### src/rtl/sam_video_pkg.sv
// Shared widths, VDG mode encodings and the mode-to-row-repeat table for the SAM video counter.
package sam_video_pkg;

  localparam int unsigned VADDR_W    = 16;
  localparam int unsigned BASE_W     = 7;
  localparam int unsigned BASE_SHIFT = 9;
  localparam int unsigned MODE_W     = 3;
  localparam int unsigned ROW_W      = 4;

  typedef enum logic [MODE_W-1:0] {
    VM_ALPHA = 3'd0,
    VM_G1C   = 3'd1,
    VM_G1R   = 3'd2,
    VM_G2C   = 3'd3,
    VM_G2R   = 3'd4,
    VM_G3C   = 3'd5,
    VM_G3R   = 3'd6,
    VM_G6    = 3'd7
  } vmode_e;

  // One falling-edge event per VDG timing input, already synchronised.
  typedef struct packed {
    logic fs;
    logic hs;
    logic da;
  } vdg_evt_t;

  // Number of scanlines that re-read the same row of bytes.
  function automatic logic [ROW_W-1:0] row_repeat(input logic [MODE_W-1:0] mode);
    logic [ROW_W-1:0] rep;
    case (vmode_e'(mode))
      VM_ALPHA:        rep = ROW_W'(12);
      VM_G1C, VM_G1R:  rep = ROW_W'(3);
      VM_G2C, VM_G2R:  rep = ROW_W'(2);
      default:         rep = ROW_W'(1);
    endcase
    return rep;
  endfunction

endpackage

### src/rtl/sam_edge_sync.sv
// Multi-flop synchroniser followed by a registered one-cycle falling-edge pulse.
module sam_edge_sync #(
  parameter int unsigned SYNC_STAGES = 2
) (
  input  logic i_clk,
  input  logic i_rst_n,
  input  logic i_d,
  output logic o_fall
);

  logic [SYNC_STAGES-1:0] r_sync;
  logic                   r_prev;
  logic                   r_fall;
  logic                   w_fall;

  assign w_fall = r_prev & ~r_sync[SYNC_STAGES-1];
  assign o_fall = r_fall;

  // Idle level of every VDG strobe is high, so reset to 1 to avoid a spurious edge.
  always_ff @(posedge i_clk or negedge i_rst_n) begin
    if (!i_rst_n) begin
      r_sync <= '1;
      r_prev <= 1'b1;
      r_fall <= 1'b0;
    end else begin
      r_sync[0] <= i_d;
      for (int unsigned i = 1; i < SYNC_STAGES; i++) begin
        r_sync[i] <= r_sync[i-1];
      end
      r_prev <= r_sync[SYNC_STAGES-1];
      r_fall <= w_fall;
    end
  end

endmodule

### src/rtl/sam_video_addr.sv
// SAM-style video address counter: byte advance on DA0, row repeat/advance on HSn, reload on FSn.
module sam_video_addr
  import sam_video_pkg::*;
#(
  parameter int unsigned SYNC_STAGES    = 2,
  parameter int unsigned BYTES_PER_LINE = 32
) (
  input  logic               Clk,
  input  logic               Rstn,
  input  logic               DA0,
  input  logic               HSn,
  input  logic               FSn,
  input  logic [MODE_W-1:0]  VMode,
  input  logic [BASE_W-1:0]  VBase,
  output logic [VADDR_W-1:0] VAddr,
  output logic               ByteStrobe,
  output logic [ROW_W-1:0]   RowCount,
  output logic               FrameStart
);

  localparam int unsigned CNT_W = $clog2(BYTES_PER_LINE + 1);

  vdg_evt_t w_evt;

  logic [VADDR_W-1:0] r_vaddr,      w_vaddr;
  logic [VADDR_W-1:0] r_line_start, w_line_start;
  logic [CNT_W-1:0]   r_byte_cnt,   w_byte_cnt;
  logic [ROW_W-1:0]   r_row_count,  w_row_count;
  logic               r_byte_strobe, w_byte_strobe;
  logic               r_frame_start, w_frame_start;
  logic               w_last_row;
  logic               w_room;

  sam_edge_sync #(.SYNC_STAGES(SYNC_STAGES)) u_sync_fs (
    .i_clk(Clk), .i_rst_n(Rstn), .i_d(FSn), .o_fall(w_evt.fs)
  );
  sam_edge_sync #(.SYNC_STAGES(SYNC_STAGES)) u_sync_hs (
    .i_clk(Clk), .i_rst_n(Rstn), .i_d(HSn), .o_fall(w_evt.hs)
  );
  sam_edge_sync #(.SYNC_STAGES(SYNC_STAGES)) u_sync_da (
    .i_clk(Clk), .i_rst_n(Rstn), .i_d(DA0), .o_fall(w_evt.da)
  );

  // ">=" rather than "==" so a mode switch to a shorter repeat can never strand the row counter.
  assign w_last_row = (r_row_count >= (row_repeat(VMode) - ROW_W'(1)));
  assign w_room     = (r_byte_cnt < CNT_W'(BYTES_PER_LINE));

  // Event priority FSn > HSn > DA0; a lower-priority event in the same cycle is dropped.
  always_comb begin
    w_vaddr       = r_vaddr;
    w_line_start  = r_line_start;
    w_byte_cnt    = r_byte_cnt;
    w_row_count   = r_row_count;
    w_byte_strobe = 1'b0;
    w_frame_start = 1'b0;
    if (w_evt.fs) begin
      w_line_start  = {VBase, {BASE_SHIFT{1'b0}}};
      w_vaddr       = {VBase, {BASE_SHIFT{1'b0}}};
      w_row_count   = '0;
      w_byte_cnt    = '0;
      w_frame_start = 1'b1;
    end else if (w_evt.hs) begin
      w_byte_cnt = '0;
      if (w_last_row) begin
        w_row_count  = '0;
        w_line_start = r_vaddr;
      end else begin
        w_row_count = r_row_count + ROW_W'(1);
        w_vaddr     = r_line_start;
      end
    end else if (w_evt.da && w_room) begin
      w_vaddr       = r_vaddr + VADDR_W'(1);
      w_byte_cnt    = r_byte_cnt + CNT_W'(1);
      w_byte_strobe = 1'b1;
    end
  end

  always_ff @(posedge Clk or negedge Rstn) begin
    if (!Rstn) begin
      r_vaddr       <= '0;
      r_line_start  <= '0;
      r_byte_cnt    <= '0;
      r_row_count   <= '0;
      r_byte_strobe <= 1'b0;
      r_frame_start <= 1'b0;
    end else begin
      r_vaddr       <= w_vaddr;
      r_line_start  <= w_line_start;
      r_byte_cnt    <= w_byte_cnt;
      r_row_count   <= w_row_count;
      r_byte_strobe <= w_byte_strobe;
      r_frame_start <= w_frame_start;
    end
  end

  assign VAddr      = r_vaddr;
  assign ByteStrobe = r_byte_strobe;
  assign RowCount   = r_row_count;
  assign FrameStart = r_frame_start;

endmodule

### config.mk
export PLATFORM = sky130hd
export DESIGN_NAME = sam_video_addr
export DESIGN_NICKNAME = d
export VERILOG_FILES = /design/src/rtl/sam_video_pkg.sv /design/src/rtl/sam_edge_sync.sv /design/src/rtl/sam_video_addr.sv
export SDC_FILE = /design/constraint.sdc
export NUM_CORES = 1
export LEC_CHECK = 0
export BUFFER_PORTS_ARGS = -buffer_cell sky130_fd_sc_hd__buf_2
export CORE_ASPECT_RATIO = 1.1
export CORE_MARGIN = 4
export CORE_UTILIZATION = 45
export DETAILED_ROUTE_END_ITERATION = 16
export SETUP_SLACK_MARGIN = 0.4
export SYNTH_ARGS = -nofsm -noshare
export SYNTH_HDL_FRONTEND = slang
export SYNTH_SLANG_ARGS = --single-unit
### constraint.sdc
create_clock -name Clk -period 6.17 [get_ports Clk]
set_clock_uncertainty 0.2 [all_clocks]
set_input_delay 1.234 -clock Clk [delete_from_list [all_inputs] [get_ports Clk]]
set_output_delay 1.234 -clock Clk [all_outputs]
set_load 0.01 [all_outputs]
==> qor.yml, run 1 <==
antenna_found_initial: 0
grt_pass1_vias: 2285
dieWidth_um: 83.9
synth_xor_area_frac: 0.0491
cts_max_level: 2
io_buffers: 36
synth-async-reset-ratio: 1.00
rsz0062_at_grt: "no"
wl_met3_um: 190
nets: 353
synth_edf_count: 0
final_util: 0.517
ys_ff_latch: 56
grt_max_degree: 57
drt_iter0_markers: 151
min-delay-path-class: "register to register"
wl_per_cell_um: 15.6
grt_use_total: 0.174
synth-compound-area-share: 0.158
cp.required_ps: 6220
synth_top_family_by_area: "simple AND/OR/NAND/NOR gates"
synth_adder_area_share: 0.0351
ff2ff_setup_slack_ps: 3470
drt-met1-wl_um: 3030
cts-root-buf: "clkbuf_8"
fp.dieH_um: 91.5
path_clk_slew_ps: 100
maxCapViolCount: 0
crit_chain: "buf_2 > or3_1 > nand2_1 > ha_1 > xor2_1 > ha_1 > o21a_1 > nor2_1 > a21o_1 > mux2i_1 > a2111oi_2 > a221o_1"
placed_area_sq_um: 3090
cts_resized: 0
multi_input_area_sq_um: 1350
netlist_instances: 300
antennaDiodeCount: 0
ctsLongestPathBuffers: 2
finalCritPeriodShare: 0.645
ys_top_cells_by_area: "dfrtp_1, dfstp_2, nand2_1, o21ai_0, a21oi_1"
critPathKind: "input pin to register"
initial_utilization: 0.463
synth_common_cells: "nand2_1, dfrtp_1, o21ai_0, a21oi_1, nor2_1"
r2r_cells: 7
worstMarginPinSlew_ps: 864
drive_gt1_frac: 0.202
syn_nets: 323
num_vias: 2293
clk_latency_ps: 310
regArea_sq_um: 1410
status: "complete, no violations"
r2r_start: "RowCount[0]"
power_uw: 867
fmax_ghz: 0.251
start_kind: "input pin"
slew_viol_final: 0
cts_sinks: 56
routed_wl_um: 6430
firstDrtPassIters: 4
arrival_ps: 4030
top_layer: "met4"
path_max_fanout: 21
finalHoldViolCount: 0
hold_slack_ps: 162
min_from: "u_sync_da.r_sync[0]"
drcViolationCount: 0
pwr_density_cell_nw_per_um2: 272
gp_congestion: 0.795
nFillCells: 585
ys_types: 44
areaGrowthSynthToFinish_pct: 11.7
viasPerCell: 5.58
synth_most_common_cell: "nand2_1"
min_path_cells: 0
dp_slack_ps: 1830
end_kind: "register"
yosys_warnings: 0
timing.critical_path.mode_cell: "ha_1"
instances_no_fill: 411
setup_viol: 0
fin_crit_ps: 3980
grt_pass1_wl_um: 10900
placedCellCount: 403
rows: 30
cts_hold_buffers: 0
core_area_sq_um: 6160
r2r-end: "VAddr[8]"
dp_hpwl_um: 4200
synth_area_leader_cell: "dfrtp_1"
cts_tree: "built"
ios: 37
hold_path_end: "u_sync_da.r_sync[1]"
fin_ws_ps: 2190
muxShareOfSynthArea: 0.0360
slew_headroom: 0.423
cts_setup_buffers: 0
cts_inserted_buffers: 5
postRouteAntennaNets: 0
synthSimpleGateAreaFrac: 0.195
slowest_delay_ps: 600
synth_top_area_share: 0.412
tns_ps: 0
crit_slowest_cell: "a21o_1"
ys.flop_type: "dfrtp_1"
seq_area_frac_synth: 0.495
power_leakage_nw: 1.48
postLayoutCellArea_sq_um: 3180
syn_area_per_cell_sq_um: 9.50
wl_met2_um: 3120
vdd_drop_max_mv: 0.174
syn_area_sq_um: 2850
die_area_sq_um: 7680
grt_overflow: 0
## metal layers
| layer | up-vias | GRT usage |
|---|---|---|
| li1 | 1115 | - |
| met1 | 1136 | 0.230 |
| met2 | 32 | 0.292 |
| met3 | 10 | 0.0299 |
| met4 | 0 | 0.0536 |
| met5 | - | 0 |
## cells by family (layout without fill, tap and decap cells)
group | Yosys count | in the layout
compound gates | 71 | 71
xor+xnor | 16 | 16
fa+ha+maj | 8 | 8
buf+inv | 21 | 52
flops | 56 | 56
mux | 10 | 10
simple gates | 118 | 118
## worst max path at each step
| stage | startpoint | to | slack, ps |
|---|---|---|---|
| 2_1_floorplan | VMode[2] | r_line_start[0] | 2560 |
| 3_3_place_gp | VMode[2] | VAddr[8] | 1930 |
| 3_5_place_dp | VMode[2] | VAddr[8] | 1830 |
| 4_1_cts | VMode[2] | VAddr[8] | 2160 |
| 5_1_grt | VMode[2] | VAddr[8] | 1960 |
| 6_report | VMode[2] | VAddr[8] | 2190 |
## flip-flops by register name, indices dropped and copies added (netlist names), 2 cells and up
| signal | count |
|---|---|
| RowCount | 4 |
| VAddr | 16 |
| r_byte_cnt | 6 |
| r_line_start | 16 |
| u_sync_da.r_sync | 2 |
| u_sync_fs.r_sync | 2 |
| u_sync_hs.r_sync | 2 |
## power breakdown
group	switching (mW)	internal (mW)	leakage, nW	total, mW
Clock	0.131	0.0861	0.0511	0.217
Combinational	0.119	0.0800	0.718	0.199
Sequential	0.0432	0.408	0.709	0.451
## critical path: cells and delay by family
kind	cells	cell delay (ps)
AO/OA/AOI/OAI	4	1300
XOR/XNOR	1	150
buffers and inverters	1	110
AND/OR/NAND/NOR	3	660
adder cells (fa/ha/maj)	2	390
multiplexers	1	180
## layout make-up
| cell class | count | area share |
|---|---|---|
| sequential | 56 | 0.444 |
| multi-input combinational | 223 | 0.424 |
| timing repair buffer | 40 | 0.0660 |
| tap | 80 | 0.0314 |
| clock buffer | 5 | 0.0216 |
| clock inverter | 3 | 0.00904 |
| inverter | 4 | 0.00472 |
## layout by cell type, fill, tap and decap left out, types with 4 or more instances in the layout
master,Yosys,final
buf_4,0,4
nor2_1,20,20
dfrtp_1,47,47
xnor2_1,6,6
nand2_1,49,49
a21oi_1,21,21
nor2b_1,7,7
nand4_1,4,4
inv_1,4,4
clkbuf_8,0,5
buf_2,3,36
o2bb2ai_1,5,5
mux2i_1,8,8
and3_1,7,7
xor2_1,10,10
o21ai_0,23,23
ha_1,8,8
dfstp_2,9,9
nand3_1,16,16
Note: power is estimated with default switching activity, not from simulation.
==> run 2, diff against run 1 <==
Clock period 6.17 ns to 4.13 ns, I/O delays scaled along.
==> run 2 against run 1 <==
Effect of this change:
- count of clock-buffer cells in the layout is the same
- worst setup slack got worse by 1400 ps
- worst hold slack worse by 1.4 ps
- clock power is 44% higher
- sequential share of layout area down 0.24 points
- wire length decreased by 0.45%
- largest cell class unchanged
- combinational power up 51%
- die area did not move
- sequential power up 50%
- largest power group unchanged
- non-clock buffer count up 3
- highest routed layer unchanged
- cell area rose by 0.55%
==> qor.yml, run 2 (synthesis results as in run 1) <==
status: "complete, no violations"
cts_sinks: 56
firstDrtPassIters: 4
postRouteAntennaNets: 0
drive_gt1_frac: 0.210
fp.dieH_um: 91.5
rows: 30
fin_crit_ps: 3310
clk_latency_ps: 310
setup_viol: 0
finalCritPeriodShare: 0.801
ctsLongestPathBuffers: 2
cts_inserted_buffers: 5
io_buffers: 36
finalHoldViolCount: 0
wl_per_cell_um: 15.5
hold_path_end: "u_sync_fs.r_sync[1]"
num_vias: 2251
cts_hold_buffers: 0
initial_utilization: 0.463
r2r_start: "RowCount[0]"
worstMarginPinSlew_ps: 613
drt_iter0_markers: 125
tns_ps: 0
pwr_density_cell_nw_per_um2: 403
rsz0062_at_grt: "no"
end_kind: "register"
vdd_drop_max_mv: 0.231
die_area_sq_um: 7680
r2r_cells: 8
fin_ws_ps: 821
cts_tree: "built"
gp_congestion: 0.802
cts_max_level: 2
cts-root-buf: "clkbuf_8"
min_path_cells: 0
viasPerCell: 5.44
grt_use_total: 0.177
final_cell_mix: "nand2_1, dfrtp_1, buf_2"
path_max_fanout: 16
path_clk_slew_ps: 110
start_kind: "input pin"
maxCapViolCount: 0
fmax_ghz: 0.302
min-delay-path-class: "register to register"
ff2ff_setup_slack_ps: 1720
dieWidth_um: 83.9
slew_headroom: 0.592
min_from: "u_sync_fs.r_sync[0]"
grt_pass1_wl_um: 11000
antennaDiodeCount: 0
core_area_sq_um: 6160
arrival_ps: 3340
grt_pass1_vias: 2158
dp_slack_ps: 508
cts_setup_buffers: 0
cp.required_ps: 4160
grt_overflow: 0
ios: 37
critPathKind: "input pin to register"
power_leakage_nw: 1.48
slew_viol_final: 0
r2r-end: "VAddr[1]"
drcViolationCount: 0
grt_max_degree: 41
nets: 356
cts_resized: 0
antenna_found_initial: 0
routed_wl_um: 6400
layout_commonest_cell: "nand2_1"
dp_hpwl_um: 4330
areaGrowthSynthToFinish_pct: 12.3
## run 2: how the worst max path moves through the flow
stage,slack (ps),from,to,cells past startpoint
after floorplan,930,VMode[2],r_line_start[0],12
after global placement,600,VMode[2],VAddr[1],13
after detailed placement,510,VMode[2],VAddr[1],13
after CTS,830,VMode[2],VAddr[1],13
after global routing,650,VMode[2],VAddr[1],13
final,820,VMode[2],VAddr[1],13
## run 2: area by class of cell
type	instances	area (sq um)
fillers	591	2950
flip-flops and latches	56	1410
multi-input cells	223	1350
repair buffers	43	233
well taps	80	100
clock buffers	5	68.8
clock inverters	3	23.8
inverters	4	15.0
## run 2: report_power, final
group	leakage [nW]	switching [mW]	internal [mW]
Clock	0.0404	0.191	0.121
Sequential	0.709	0.0669	0.609
Combinational	0.732	0.176	0.125
## run 2: worst max-delay path, cell delays in order
cell,delay (ps)
buf_2,110
or3_1,430
nand2_1,90
ha_1,160
xor2_1,150
ha_1,240
o21a_1,160
nor2_1,150
a21o_1,290
buf_4,270
nand2_1,60
and3_1,170
a311oi_1,230
## run 2: metrics by stage
| stage | power (mW) | hold WS [ps] | util | std cells | instance area (sq um) |
|---|---|---|---|---|---|
| final | 1.29 | 161 | 0.520 | 414 | 3200 |
| after global placement | 0.987 | 147 | 0.505 | 406 | 3110 |
| after detailed placement | 0.990 | 149 | 0.505 | 406 | 3110 |
| after floorplan | 0.874 | 145 | - | 300 | 2850 |
| after global routing | 1.37 | 167 | 0.520 | 414 | 3200 |
| after CTS | 1.30 | 162 | 0.520 | 414 | 3200 |
## run 2: per-layer routing
metal | wire (um) | up-vias | share of wire | global-route usage
li1 | - | 1117 | - | -
met1 | 3000 | 1059 | 0.47 | 0.252
met2 | 2980 | 68 | 0.46 | 0.279
met3 | 361 | 7 | 0.056 | 0.0254
met4 | 66 | 0 | 0.010 | 0.0563
met5 | 0 | - | 0 | 0
